### config.mk
export PLATFORM = sky130hd
export DESIGN_NAME = fifo_byte_streamer
export DESIGN_NICKNAME = d
export VERILOG_FILES = /design/src/rtl/fifo_byte_streamer_pkg.sv /design/src/rtl/fifo_byte_streamer_shifter.sv /design/src/rtl/fifo_byte_streamer.sv
export SDC_FILE = /design/constraint.sdc
export NUM_CORES = 1
export LEC_CHECK = 0
export CORE_MARGIN = 2
export CORE_UTILIZATION = 40
export DETAILED_ROUTE_END_ITERATION = 7
export PLACE_DENSITY = 0.68
export SLEW_MARGIN = 20
export SYNTH_ARGS = -nofsm -noshare
export SYNTH_HDL_FRONTEND = slang
export SYNTH_SLANG_ARGS = --single-unit
### constraint.sdc
create_clock -name clk -period 3.1 [get_ports clk]
set_input_delay 0.62 -clock clk [delete_from_list [all_inputs] [get_ports clk]]
set_output_delay 0.62 -clock clk [all_outputs]
set_load 0.02 [all_outputs]
### src/rtl/fifo_byte_streamer_pkg.sv
// Shared types and sizing helpers for the FIFO-to-byte-stream read engine.
// The CSUM state exists only when FIFO_BYTE_STREAMER_CHECKSUM_EN is defined.
package fifo_byte_streamer_pkg;

    localparam int WORD_COUNT_W = 16;

`ifdef FIFO_BYTE_STREAMER_CHECKSUM_EN
    typedef enum logic [2:0] {
        ST_IDLE,
        ST_POP,
        ST_LOAD,
        ST_SEND,
        ST_CSUM
    } state_t;
`else
    typedef enum logic [2:0] {
        ST_IDLE,
        ST_POP,
        ST_LOAD,
        ST_SEND
    } state_t;
`endif

    function automatic int bytes_per_word(input int width);
        return width / 8;
    endfunction

    // A single-byte word still needs a 1-bit index to keep the port legal.
    function automatic int idx_width(input int width);
        return ((width / 8) > 1) ? $clog2(width / 8) : 1;
    endfunction

endpackage

### src/rtl/fifo_byte_streamer_shifter.sv
// Word load/shift register with byte index; presents the MSB byte and flags the last byte.
// Load and shift are mutually exclusive strobes from the controlling FSM.
module fifo_byte_streamer_shifter
    import fifo_byte_streamer_pkg::*;
#(
    parameter int WIDTH = 32
) (
    input  logic             clk,
    input  logic             rst,
    input  logic             load_i,
    input  logic [WIDTH-1:0] data_i,
    input  logic             shift_i,
    output logic [7:0]       byte_o,
    output logic             last_o
);

    localparam int BPW = bytes_per_word(WIDTH);
    localparam int IW  = idx_width(WIDTH);

    logic [WIDTH-1:0] sh_q, sh_d;
    logic [IW-1:0]    idx_q, idx_d;

    always_comb begin
        sh_d  = sh_q;
        idx_d = idx_q;
        if (load_i) begin
            sh_d  = data_i;
            idx_d = '0;
        end else if (shift_i) begin
            sh_d  = sh_q << 8;
            idx_d = idx_q + 1'b1;
        end
    end

    always_ff @(posedge clk) begin
        if (rst) begin
            sh_q  <= '0;
            idx_q <= '0;
        end else begin
            sh_q  <= sh_d;
            idx_q <= idx_d;
        end
    end

    assign byte_o = sh_q[WIDTH-1 -: 8];
    assign last_o = (idx_q == IW'(BPW - 1));

endmodule

### src/rtl/fifo_byte_streamer.sv
// Pops FIFO words and streams them MSB byte first over valid/ready; owns the FIFO read strobes.
// Optional per-frame XOR checksum byte under macro FIFO_BYTE_STREAMER_CHECKSUM_EN.
module fifo_byte_streamer
    import fifo_byte_streamer_pkg::*;
#(
    parameter int WIDTH       = 32,
    parameter int FRAME_WORDS = 4
) (
    input  logic                    clk,
    input  logic                    rst,
    input  logic                    enable,
    input  logic                    fifo_empty,
    input  logic [WIDTH-1:0]        fifo_data,
    output logic                    fifo_rd_cs,
    output logic                    fifo_rd_en,
    output logic [7:0]              tx_data,
    output logic                    tx_valid,
    input  logic                    tx_ready,
    output logic                    busy,
    output logic [WORD_COUNT_W-1:0] word_count
);

    state_t                  state_q, state_d;
    logic [WORD_COUNT_W-1:0] wc_q, wc_d;

    logic [7:0] sh_byte;
    logic       sh_last;
    logic       send_xfer;
    logic       last_xfer;
    logic       next_word;
    logic       frame_done;

    assign send_xfer = (state_q == ST_SEND) && tx_ready;
    assign last_xfer = send_xfer && sh_last;
    assign next_word = enable && !fifo_empty;

    fifo_byte_streamer_shifter #(
        .WIDTH (WIDTH)
    ) u_shifter (
        .clk     (clk),
        .rst     (rst),
        .load_i  (state_q == ST_LOAD),
        .data_i  (fifo_data),
        .shift_i (send_xfer),
        .byte_o  (sh_byte),
        .last_o  (sh_last)
    );

`ifdef FIFO_BYTE_STREAMER_CHECKSUM_EN
    localparam int FCW = $clog2(FRAME_WORDS) + 1;

    logic [7:0]     csum_q, csum_d;
    logic [FCW-1:0] fcnt_q, fcnt_d;
    logic           csum_xfer;

    assign csum_xfer  = (state_q == ST_CSUM) && tx_ready;
    assign frame_done = (fcnt_q == FCW'(FRAME_WORDS - 1));

    always_comb begin
        csum_d = csum_q;
        fcnt_d = fcnt_q;
        if (send_xfer) begin
            csum_d = csum_q ^ sh_byte;
        end else if (csum_xfer) begin
            csum_d = '0;
        end
        if (last_xfer) begin
            fcnt_d = fcnt_q + 1'b1;
        end else if (csum_xfer) begin
            fcnt_d = '0;
        end
    end

    always_ff @(posedge clk) begin
        if (rst) begin
            csum_q <= '0;
            fcnt_q <= '0;
        end else begin
            csum_q <= csum_d;
            fcnt_q <= fcnt_d;
        end
    end
`else
    assign frame_done = 1'b0;
`endif

    always_comb begin
        state_d = state_q;
        wc_d    = wc_q;
        case (state_q)
            ST_IDLE: begin
                if (next_word) state_d = ST_POP;
            end
            ST_POP:  state_d = ST_LOAD;
            ST_LOAD: state_d = ST_SEND;
            ST_SEND: begin
                if (last_xfer) begin
                    wc_d = wc_q + 1'b1;
                    if (frame_done) begin
`ifdef FIFO_BYTE_STREAMER_CHECKSUM_EN
                        state_d = ST_CSUM;
`endif
                    end else if (next_word) begin
                        state_d = ST_POP;
                    end else begin
                        state_d = ST_IDLE;
                    end
                end
            end
`ifdef FIFO_BYTE_STREAMER_CHECKSUM_EN
            ST_CSUM: begin
                if (tx_ready) state_d = next_word ? ST_POP : ST_IDLE;
            end
`endif
            default: state_d = ST_IDLE;
        endcase
    end

    always_ff @(posedge clk) begin
        if (rst) begin
            state_q <= ST_IDLE;
            wc_q    <= '0;
        end else begin
            state_q <= state_d;
            wc_q    <= wc_d;
        end
    end

    assign fifo_rd_cs = (state_q == ST_POP);
    assign fifo_rd_en = (state_q == ST_POP);
    assign busy       = (state_q != ST_IDLE);
    assign word_count = wc_q;

    // Output byte is zero whenever no byte is being offered.
    always_comb begin
        tx_valid = 1'b0;
        tx_data  = 8'h00;
        if (state_q == ST_SEND) begin
            tx_valid = 1'b1;
            tx_data  = sh_byte;
        end
`ifdef FIFO_BYTE_STREAMER_CHECKSUM_EN
        if (state_q == ST_CSUM) begin
            tx_valid = 1'b1;
            tx_data  = csum_q;
        end
`endif
    end

endmodule

# --- Yosys cells after proc, flatten, opt, wreduce, memory -nomap -nowiden ---
# Index checks and enable logic that the tools add are counted.
# Widths: inputs -> output; s select.
totals:
  inputBits: 37
  elab_cells: 30
  reg_bits: 53
  output_inout_bits: 28
op_classes:
  mux: 8
  n_eq_ne: 6
  add_sub_neg: 2
  reduce_logical: 10
ops:
  columns: ["operator", "n"]
  rows:
  - ["$mux 32", 2]
  - ["$add 16x1->16 const B", 1]
  - ["$pmux 3 s4", 1]
  - ["$mux 8", 1]
  - ["$eq 3x2->1 const B", 2]
  - ["$mux 3", 2]
  - ["$ne 2x2->1 const B", 2]
  - ["$reduce_and 2->1", 2]
  - ["$eq 3x1->1 const B", 1]
  - ["$logic_and 1x1->1", 3]
  - ["$logic_not 3->1", 1]
  - ["$reduce_bool 3->1", 1]
  - ["$add 2x1->2 const B", 1]
  - ["$eq 2x2->1 const B", 1]
  - ["$mux 1", 2]
  - ["$reduce_bool 2->1", 1]
  - ["$reduce_or 2->1", 1]
  - ["$logic_not 1->1", 1]

# --- Longest topological paths before layout ---
logic_depth:
  ltp_word: 5
  depth_mapped: 6
  mapped_depth_nobuf: 5

# --- Modules after synthesis ---
# A second synthesis with hierarchy kept.
unflattened:
  cells_unflattened: 269
  hier_area_um2: 2523.7
by_module_without_submodules:
  columns: ["mod", "seq_area_each_um2", "cells_per_inst", "n_inst", "area_each_um2"]
  rows:
  - ["fifo_byte_streamer_shifter", 680.7, 158, 1, 1574.0]
  - ["fifo_byte_streamer", 360.3, 111, 1, 949.7]

# --- Least setup slack after synthesis ---
# No wires, ideal clock.
synth_timing:
  path_type: "register to register"
  startpoint: "reg state_q[0]"
  endpoint: "reg wc_q[15] (netlist: word_count[15])"
  t_arrival_ns: 1.968
  path_stages_with_launch: 6
  n_path_buf: 0
  setup_ns: 0.070
  period_less_slack_ns: 2.039
  t_required_ns: 3.030
  slack_ns: 1.061
  cell_sequence: "dfxtp_1 > ha_1 > nand4_4 > or4_4 > or3_1 > a21oi_1"
synth_between:
  elab_chain_cells: 4
synth_lines:
  columns: ["item", "line_no", "text"]
  rows:
  - ["from (decl)", "fifo_byte_streamer.sv:23", "state_t state_q, state_d;"]
  - ["from (signal assigned)", "fifo_byte_streamer.sv:124", "state_q <= state_d;"]
  - ["$eq 3x2->1 *", "fifo_byte_streamer.sv:33, fifo_byte_streamer.sv:90", null]
  - ["$logic_and 1x1->1", "fifo_byte_streamer.sv:33", "assign send_xfer = (state_q == ST_SEND) && tx_ready;"]
  - ["$logic_and 1x1->1", "fifo_byte_streamer.sv:34", "assign last_xfer = send_xfer && sh_last;"]
  - ["$reduce_and 2->1 (no line) *", null, null]
  - ["to (signal assigned)", "fifo_byte_streamer.sv:125", "wc_q <= wc_d;"]
  - ["to (decl)", "fifo_byte_streamer.sv:24", "logic [WORD_COUNT_W-1:0] wc_q, wc_d;"]
# Mark *: on every way between the ends. The rest lies on a longest branch, timed or not.
# A chain may end at the register's enable or synchronous reset.

# --- Worst setup path in the final report ---
layout_timing:
  startpoint: "reg state_q[0]"
  endpoint: "out tx_data[4]"
layout_between:
  elab_chain_cells: 2
layout_lines:
  columns: ["item", "line_no", "text"]
  rows:
  - ["$eq 3x2->1", "fifo_byte_streamer.sv:138", "if (state_q == ST_SEND) begin"]
  - ["$mux 8", "fifo_byte_streamer.sv:138", null]
  - ["to (decl)", "fifo_byte_streamer.sv:16", "output logic [7:0] tx_data,"]
# No other way between the ends.

==> impl_results.md <==
- Syn Std Cell Area: 2470 µm²
- Fin Clk Skew: 10.8 ps
- DR top layer: met4
- Clk buf depth: 2
- Die Y: 82.6 µm
- Inserted Clock Buffers: 5
- IO buf count: 64
- RSZ-0062 raised after global routing: no
- Post-synth EDFFs: 0
- Final setup fails: 0
- Delay-heaviest family, CP: buffers and inverters
- Clock transition at path regs: 100 ps
- I/O pins: 65
- Most frequent cell after synthesis: dfxtp_1
- CP Launch Point: state_q[0]
- Ys async rst share: 0
- Unique masters post-synth: 31
- Number of inserted diodes: 0
- CP endpoint: tx_data[4]
- First DRT Iteration DRCs: 105
- R2R Setup Slk: 760 ps
- DRT Pass-1 Iters: 4
- Yosys top cell area share: 0.421
- Fin cells: 397
- Global Route Usage Sum: 0.160
- Hpwl dp: 3610 µm
- Area of the multi-input gates: 1350 µm²
- Status: finished clean
- Initial antenna violation count: 0
- Largest net degree at the start of global routing: 43
- Met3 WL: 230 µm
- Pre-CTS WS: 545 ps
- Syn Inst Count: 263
- Routed len/inst: 13.4 µm
- Via count: 1974
- Yosys warning total: 0
- Area Overhead vs Synth: 32.2%
- Area occupied by registers: 1040 µm²
- WP data arrival: 2000 ps
- Post-Place Cell Area: 3160 µm²
- Maximum vdd drop: 469 µV
- Sequential cell area fraction in the yosys report: 0.421
- Post-CTS Setup Bufs: 0
- Worst path depth: 3
- Crit. End Element: primary output
- Clk_lat worst skew: 310 ps
- Slowest stage cell, crit path: clkdlybuf4s50_1
- Type of origin of the critical path: flop
- Residual DRC: 0
- Filler cells: 575
- Final hold violations: 0
- Leading area contributor after synthesis: dfxtp_1
- Die width: 82.6 µm
- Post_cts resized: 0
- Initial core utilization: 0.415
- Buf+Inv Stages, Crit Path: 1
- CTS tree: yes
- Setup WS post-layout: 477 ps
- Vias in the first global route: 1796
- Worst R2R Start: state_q[0]
- Required time worst endpoint: 2480 ps
- Post-synth top flop: dfxtp_1
- Post-synth top cells: dfxtp_1 (52), nor2_1 (40), mux2i_1 (26)
- Clock root buffer: clkbuf_8
- Synthesized Nets: 307
- Dpl cells: 389
- Fmax: 0.381 GHz
- Max Slew Vio Count: 0
- Final #Nets: 365
- Min Clock Period, post-route: 2620 ps
- Max cap viols: 0
- Worst flop-to-flop path endpoint: word_count[15]
- Cell area after layout: 3270 µm²
- Met1 WL: 2580 µm
- Detail Route met2 WL: 2430 µm
- Share of layout cells above drive strength 1: 0.127
- Period utilization: 0.846
- Synth area leaders: dfxtp_1 (42%), mux2_2 (11%), mux2i_1 (11%)
- R2r worst-path depth: 5
- GRT overflow: 0
- Hold Buf Count CTS: 0
- First-pass GRT wire length: 8360 µm
- #FFs+latches synth: 52
- Core area: 5960 µm²
- Worst-margin pin slew: 552 ps
- Worst rel slew slack: 0.632
- Final ANT Viol Nets: 0
- LEAKAGE: 1.20 nW
- CP Class: reg -> out
- Fin Setup TNS: 0 ps
- CP cell instances: ha_1 -> and2_1 -> clkdlybuf4s50_1
- Final Wtd Congestion: 0.812
- Syn Area/Cell: 9.40 µm²
- Htree depth: 2
- Clk sinks: 52
- Via-to-Cell Ratio: 4.97
- Die ar.: 6830 µm²
- Hold/Removal Path Class: reg -> reg
- WL final: 5310 µm
- Std cell rows: 28
- Max incr delay on CP: 600 ps
- Cell Pwr Density: 581 nW/µm²
- CP Max Fanout: 13
report_power, final:
| part | leakage, nW | internal (W) | total [W] | switching (W) |
|---|---|---|---|---|
| registers | 0.421 | 0.000767 | 0.000825 | 0.0000577 |
| clock network | 0.0552 | 0.000240 | 0.000458 | 0.000218 |
| logic | 0.726 | 0.000319 | 0.000615 | 0.000296 |
| total | 1.20 | 0.00133 | 0.00190 | 0.000571 |
routing by layer:
layer | track usage | vias to the layer above
met5 | 0 | -
met4 | 0.0607 | 0
met3 | 0.0402 | 5
met2 | 0.251 | 46
met1 | 0.212 | 904
li1 | - | 1019
registers in the layout, summed over array words and instances, names as in the netlist:
signal and flops:
u_shifter.sh_q 32, word_count 16, state_q 2, u_shifter.idx_q 2
area by class of cell:
class                      instances  share of cell area
clock inverter                     2              0.0107
clock buffer                       6              0.0222
sequential                        52               0.318
multi-input combinational        189               0.412
timing repair buffer              67               0.201
inverter                           6             0.00689
tap                               75              0.0287
worst min path at each step:
stage               slack, ps         startpoint  cells past startpoint                 to
finish                    490  u_shifter.sh_q[7]                      2  u_shifter.sh_q[7]
global placement          480  u_shifter.sh_q[5]                      2  u_shifter.sh_q[5]
global route              520  u_shifter.sh_q[6]                      2  u_shifter.sh_q[6]
CTS                       490  u_shifter.sh_q[5]                      2  u_shifter.sh_q[5]
detailed placement        480  u_shifter.sh_q[5]                      2  u_shifter.sh_q[5]
floorplan                 460  u_shifter.sh_q[0]                      2  u_shifter.sh_q[0]
kinds of logic (layout without fill, tap and decap cells):
| group | after synthesis | in the layout | synth area share |
|---|---|---|---|
| xor+xnor | 11 | 11 | 0.0390 |
| buf+inv | 22 | 81 | 0.0354 |
| compound gates | 21 | 21 | 0.0481 |
| simple gates | 100 | 100 | 0.206 |
| fa+ha+maj | 7 | 7 | 0.0354 |
| flops | 52 | 52 | 0.421 |
| mux | 50 | 50 | 0.215 |
tightest hold or removal path, stage by stage (launching register included):
cell      delay (ps)
dfxtp_1          320
nand3b_1          80
a21oi_1           60
cells in the final DEF (no fill, tap or decap), types with 6 or more instances in the layout:
cell type        synthesis  final
dfxtp_1                 52     52
xnor2_1                  7      7
mux2i_1                 26     26
clkdlybuf4s50_1          0     63
nand3b_1                 8      8
nand2_1                 16     16
ha_1                     7      6
inv_1                    6      6
nor2_1                  40     40
mux2_2                  24     24
a21oi_1                 14     14
and2_1                   9      9
metrics by stage:
step / util / power [W] / hold WS, ps
3_5_place_dp: 0.531 / 0.00146 / 477
2_1_floorplan: - / 0.00129 / 461
5_1_grt: 0.549 / 0.00202 / 521
4_1_cts: 0.549 / 0.00192 / 493
3_3_place_gp: 0.531 / 0.00145 / 475
6_report: 0.549 / 0.00190 / 494
(Power assumes the default switching activity.)
